`src/rtl/score_bcd_acc_pkg.sv`:
```
// rtl/score_bcd_acc_pkg.sv - shared state encoding and BCD constants for the score accumulator
package score_bcd_acc_pkg;

    localparam int DIGIT_W = 4;
    localparam logic [DIGIT_W-1:0] BCD_MAX = 4'd9;

    typedef enum logic [1:0] {
        ST_IDLE  = 2'd0,
        ST_ADD   = 2'd1,
        ST_HSCMP = 2'd2
    } state_t;

endpackage

```
`src/rtl/score_bcd_acc_bcd_digit_add.sv`:
```
// rtl/score_bcd_acc_bcd_digit_add.sv - combinational single BCD digit adder with carry
module bcd_digit_add
    import score_bcd_acc_pkg::*;
(
    input  logic [DIGIT_W-1:0] a,
    input  logic [DIGIT_W-1:0] b,
    input  logic               cin,
    output logic [DIGIT_W-1:0] sum,
    output logic               cout
);

    logic [DIGIT_W:0] raw;
    logic [DIGIT_W:0] adj;

    // Binary add then fold back into 0..9 with a decimal carry
    always_comb begin
        raw  = {1'b0, a} + {1'b0, b} + {{DIGIT_W{1'b0}}, cin};
        adj  = raw - 5'd10;
        sum  = raw[DIGIT_W-1:0];
        cout = 1'b0;
        if (raw > {1'b0, BCD_MAX}) begin
            sum  = adj[DIGIT_W-1:0];
            cout = 1'b1;
        end
    end

endmodule

```
`src/rtl/score_bcd_acc.sv`:
```
// rtl/score_bcd_acc.sv - digit-serial BCD score accumulator with saturation and high score
module score_bcd_acc
    import score_bcd_acc_pkg::*;
#(
    parameter int DIGITS = 4,
    parameter int V_TOT  = 525
) (
    input  logic                        iClk,
    input  logic                        iRst,
    input  logic                        iClear,
    input  logic                        iScoreInc,
    input  logic [3:0]                  iAddVal,
    input  logic [$clog2(V_TOT)-1:0]    iWindowPos,
    input  logic                        iRoundEnd,
    output logic                        oReady,
    output logic [4*DIGITS-1:0]         oScore,
    output logic [4*DIGITS-1:0]         oHighScore,
    output logic                        oSat,
    output logic                        oNewHigh
);

    localparam int W     = DIGIT_W * DIGITS;
    localparam int IDX_W = $clog2(DIGITS);
    localparam logic [W-1:0] ALL_NINES = {DIGITS{BCD_MAX}};

    state_t               state;
    state_t               next_state;
    logic [W-1:0]         acc;
    logic [W-1:0]         acc_upd;
    logic [DIGIT_W-1:0]   addend;
    logic                 carry;
    logic [IDX_W-1:0]     idx;
    logic [W-1:0]         score;
    logic [W-1:0]         high;
    logic                 sat;
    logic                 pending;
    logic                 new_high;

    logic                 inc_ok;
    logic                 last;
    logic [DIGIT_W-1:0]   cur_digit;
    logic [DIGIT_W-1:0]   add_b;
    logic [DIGIT_W-1:0]   sum_digit;
    logic                 carry_out;

    // Single adder shared across digits through the idx mux/demux
    bcd_digit_add u_digit_add (
        .a    (cur_digit),
        .b    (add_b),
        .cin  (carry),
        .sum  (sum_digit),
        .cout (carry_out)
    );

    // Digit select, addend injection on digit 0, and write-back of the updated digit
    always_comb begin
        inc_ok    = iScoreInc && (iWindowPos != '0);
        last      = (idx == IDX_W'(DIGITS - 1));
        cur_digit = acc[int'(idx)*DIGIT_W +: DIGIT_W];
        add_b     = (idx == '0) ? addend : '0;
        acc_upd   = acc;
        acc_upd[int'(idx)*DIGIT_W +: DIGIT_W] = sum_digit;
    end

    // State register
    always_ff @(posedge iClk or posedge iRst) begin
        if (iRst) begin
            state <= ST_IDLE;
        end else begin
            state <= next_state;
        end
    end

    // Next-state logic; clear overrides whatever the current state wants
    always_comb begin
        next_state = state;
        oReady     = (state == ST_IDLE);
        if (iClear) begin
            next_state = ST_IDLE;
        end else begin
            case (state)
                ST_IDLE: begin
                    if (inc_ok) begin
                        next_state = ST_ADD;
                    end else if (iRoundEnd) begin
                        next_state = ST_HSCMP;
                    end
                end
                ST_ADD: begin
                    if (last) begin
                        next_state = (pending || iRoundEnd) ? ST_HSCMP : ST_IDLE;
                    end
                end
                ST_HSCMP: next_state = ST_IDLE;
                default:  next_state = ST_IDLE;
            endcase
        end
    end

    // Datapath: accumulator walk, atomic score commit, saturation and high-score update
    always_ff @(posedge iClk or posedge iRst) begin
        if (iRst) begin
            acc      <= '0;
            addend   <= '0;
            carry    <= 1'b0;
            idx      <= '0;
            score    <= '0;
            high     <= '0;
            sat      <= 1'b0;
            pending  <= 1'b0;
            new_high <= 1'b0;
        end else begin
            new_high <= 1'b0;
            if (iClear) begin
                score   <= '0;
                sat     <= 1'b0;
                pending <= 1'b0;
            end else begin
                case (state)
                    ST_IDLE: begin
                        if (inc_ok) begin
                            acc    <= score;
                            addend <= (iAddVal > BCD_MAX) ? BCD_MAX : iAddVal;
                            idx    <= '0;
                            carry  <= 1'b0;
                            if (iRoundEnd) begin
                                pending <= 1'b1;
                            end
                        end
                    end
                    ST_ADD: begin
                        acc   <= acc_upd;
                        carry <= carry_out;
                        idx   <= idx + IDX_W'(1);
                        if (iRoundEnd) begin
                            pending <= 1'b1;
                        end
                        if (last) begin
                            if (carry_out) begin
                                score <= ALL_NINES;
                                sat   <= 1'b1;
                            end else begin
                                score <= acc_upd;
                            end
                        end
                    end
                    ST_HSCMP: begin
                        pending <= 1'b0;
                        if (score > high) begin
                            high     <= score;
                            new_high <= 1'b1;
                        end
                    end
                    default: ;
                endcase
            end
        end
    end

    assign oScore     = score;
    assign oHighScore = high;
    assign oSat       = sat;
    assign oNewHigh   = new_high;

endmodule

```
`config.mk`:
```
export PLATFORM = sky130hd
export DESIGN_NAME = score_bcd_acc
export DESIGN_NICKNAME = d
export VERILOG_FILES = /design/src/rtl/score_bcd_acc_pkg.sv /design/src/rtl/score_bcd_acc_bcd_digit_add.sv /design/src/rtl/score_bcd_acc.sv
export SDC_FILE = /design/constraint.sdc
export NUM_CORES = 1
export LEC_CHECK = 0
export ABC_AREA = 1
export BUFFER_PORTS_ARGS = -buffer_cell sky130_fd_sc_hd__buf_2
export CAP_MARGIN = 20
export CORE_ASPECT_RATIO = 0.8
export CORE_MARGIN = 2
export CORE_UTILIZATION = 40
export CTS_BUF_LIST = sky130_fd_sc_hd__clkbuf_4 sky130_fd_sc_hd__clkbuf_8 sky130_fd_sc_hd__clkbuf_16
export CTS_CLUSTER_SIZE = 20
export DETAILED_ROUTE_END_ITERATION = 8
export SKIP_CTS_REPAIR_TIMING = 1
export SLEW_MARGIN = 20
export SYNTH_ARGS = -nofsm -noshare
export SYNTH_HDL_FRONTEND = slang
export SYNTH_HIERARCHICAL = 1
export SYNTH_SLANG_ARGS = --single-unit
```
`constraint.sdc`:
```
create_clock -name iClk -period 4.55 [get_ports iClk]
set_input_delay 0.2275 -clock iClk [delete_from_list [all_inputs] [get_ports iClk]]
set_output_delay 0.2275 -clock iClk [all_outputs]
set_load 0.02 [all_outputs]
```
==> impl_metrics.env <==
export IMPL_final_hold_violation_count=0
export IMPL_crit_top_cell="nand2_1"
export IMPL_cp_num_buf_inv=3
export IMPL_powerDensity_nw_per_um2=503.0
export IMPL_slew_headroom_pct=47.84
export IMPL_synth_nets=570
export IMPL_max_freq_ghz=0.2704
export IMPL_worstSetupPathType="register to register"
export IMPL_final_util_pct=47.56
export IMPL_arrival_ps=3950
export IMPL_nets=623
export IMPL_drv_slew=0
export IMPL_clkSlewWorstSetupHoldPaths_ps=50
export IMPL_wl_mm=9.562
export IMPL_die_area_um2=10450
export IMPL_io_buffers=53
export IMPL_h_tree_depth=3
export IMPL_p_sw_share_pct=38.64
export IMPL_core_area_um2=9529
export IMPL_synth_area_leaders="dfrtp_1 39%, nand2_1 15%, o21ai_0 10%"
export IMPL_antenna_cells=0
export IMPL_switchingPower_uw=880.9
export IMPL_yosys_warnings=6
export IMPL_numCtsBuffers=9
export IMPL_synth_top_area_share_pct=38.92
export IMPL_path_max_fanout=14
export IMPL_power_total_mw=2.280
export IMPL_synthFlopType="dfrtp_1"
export IMPL_cts_path_max_buffers=2
export IMPL_drive_above_1_share_pct=16.61
export IMPL_cp_end_kind="register"
export IMPL_drtIter0Drc=269
export IMPL_areaGrowthSynthToFinish_pct=17.48
export IMPL_ant_nets=0
export IMPL_finalSetupViolCount=0
export IMPL_final_design_area_no_fill_um2=4532
export IMPL_synth_seq_area_share_pct=38.92
export IMPL_r2r_cells=20
export IMPL_dpl_hpwl_mm=7.004
export IMPL_required_ps=4800
export IMPL_ios=54
export IMPL_power_frac_clock_pct=33.7
export IMPL_gp_congestion=0.8709
export IMPL_clock_latency_ps=330
export IMPL_min_path_cells=3
export IMPL_fin_setup_tns_ps=0
export IMPL_ys_ff_latch=60
export IMPL_syn_avg_cell_area_um2=7.418
export IMPL_wl_per_cell_um=13.72
export IMPL_skew_ps=7.829
export IMPL_grt_pass1_vias=3257
export IMPL_antenna_found_initial=0
export IMPL_max_stage_delay_ps=450
export IMPL_r2r_setup_slack_ps=850
export IMPL_seq_power_share_pct=28.2
export IMPL_worstSetupPathDepth=20
export IMPL_async_flop_share_pct=100.0
export IMPL_vias=3474
export IMPL_via_per_inst=4.984
export IMPL_die_w_um=113.8
export IMPL_post_route_drc_count=0
export IMPL_die_h_um=91.84
export IMPL_synth_top_cell_by_area="dfrtp_1"
export IMPL_grt_total_usage_pct=19.53
export IMPL_cts_sinks=60
export IMPL_pre_cts_slack_ps=861.5
export IMPL_clock_root_buffer="clkbuf_16"
export IMPL_cp_cell_sequence="inv_1 -> ha_1 -> nand2_1 -> inv_1 -> fa_1 -> fa_1 -> nand2_1 -> nand2_2 -> ha_1 -> a21oi_4 -> nand2_4 -> nand2_4 -> nand2_1 -> nand2_1 -> inv_1 -> nor2_1 -> nand2_1 -> o21ai_0 -> o21ai_0 -> o21ai_0"
export IMPL_p_int_mw=1.399
export IMPL_netlist_area_um2=3857
export IMPL_worst_pin_slew_ps=782.5
export IMPL_cp_start_kind="register"
export IMPL_firstDrtPassIters=4
export IMPL_synth_edf_count=0
export IMPL_status="completed"
export IMPL_fill_cells=964
export IMPL_p_comb_share_pct=38.2
export IMPL_period_needed_ps=3698
export IMPL_maxCapViolCount=0
export IMPL_cts_tree="yes"
export IMPL_dpl_cell_area_um2=4195
export IMPL_p_leak_nw=2.459
export IMPL_setup_ws_ps=852.4
export IMPL_synth_commonest_cells="154 x nand2_1, 80 x o21ai_0, 71 x inv_1"
export IMPL_crit_family="adder cells"
export IMPL_period_share_pct=81.27
export IMPL_grt_max_degree=61
export IMPL_yosysMostFrequentCell="nand2_1"
export IMPL_start_util_pct=40.48
export IMPL_grt_overflow=0
export IMPL_hold_path_class="primary input to register"
export IMPL_rsz0062_at_grt="no"
export IMPL_slowest_stage="dfrtp_1"
export IMPL_fp_row_count=32
export IMPL_postSynthCellCount=520
export IMPL_peakVddDrop_mv=0.3413
export IMPL_grt_pass1_wl_mm=16.20
export IMPL_synth_cell_type_count=31
## worst reg2reg max path, stage by stage, from the launching register on
cell and delay [ps]:
dfrtp_1 450, inv_1 180, ha_1 230, nand2_1 60
inv_1 50, fa_1 440, fa_1 410, nand2_1 120
nand2_2 90, ha_1 260, a21oi_4 150, nand2_4 80
nand2_4 150, nand2_1 70, nand2_1 70, inv_1 50
nor2_1 130, nand2_1 90, o21ai_0 250, o21ai_0 110
o21ai_0 160
## layout by cell type, fill, tap and decap left out, types with 5 or more instances in the layout
cell type	instances
nand3_1	31
clkbuf_16	9
inv_1	70
o21ai_0	80
o22ai_1	5
o21ai_2	5
dfrtp_1	60
nand2_1	154
a21oi_1	12
buf_2	53
nor2_1	33
ha_1	29
## area by class of cell
type | instances | area (um2) | area share, %
Clock inverter | 3 | 68.82 | 1.518
Clock buffer | 13 | 267.8 | 5.908
Inverter | 74 | 277.8 | 6.129
Timing Repair Buffer | 57 | 295.3 | 6.516
Tap cell | 119 | 148.9 | 3.285
Multi-Input combinational cell | 371 | 1972 | 43.51
Sequential cell | 60 | 1501 | 33.13
## sequential cells by signal (all words and copies together), names as in the netlist
register	flops
addend	4
carry	1
oHighScore	16
oScore	16
acc	16
state	2
oSat	1
oNewHigh	1
idx	2
pending	1
## per-stage QoR
stage,std cells,hold WS (ps)
floorplan,520,337.1
global placement,681,442.5
detailed placement,681,442.5
CTS,697,103.6
global route,697,124.1
finish,697,112.1
## final timing paths
path                            start         end
max reg2reg                    idx[1]      acc[5]
min in group asynchronous        iRst  oScore[12]
min                        iAddVal[1]   addend[1]
max in group asynchronous        iRst      acc[2]
min reg2reg                 addend[2]   addend[2]
max                            idx[1]      acc[5]
## power by group through the flow
stage / Clock [mW] / Sequential (mW) / Combinational, mW
6_report: 0.768 / 0.642 / 0.870
4_1_cts: 0.783 / 0.641 / 0.872
5_1_grt: 0.803 / 0.649 / 0.989
2_1_floorplan: 0 / 0.632 / 0.681
3_5_place_dp: 0 / 0.649 / 0.866
3_3_place_gp: 0 / 0.651 / 0.855
## routing by layer
| layer | track usage (%) | part of all wire (%) | up-vias |
|---|---|---|---|
| li1 | - | - | 1770 |
| met1 | 27.61 | 51 | 1608 |
| met2 | 30.59 | 44 | 85 |
| met3 | 4.494 | 4.3 | 11 |
| met4 | 4.268 | 0.89 | 0 |
| met5 | 0 | 0 | - |
## kinds of logic after synthesis
group                      after synthesis  synth area share [%]
buffers and inverters                   89                 9.958
and+or+nand+nor                        231                 25.27
AOI/OAI and AO/OA                      109                 15.41
adders and majority gates               31                 10.44
DFF                                     60                 38.92
(Power assumes the default switching activity.)
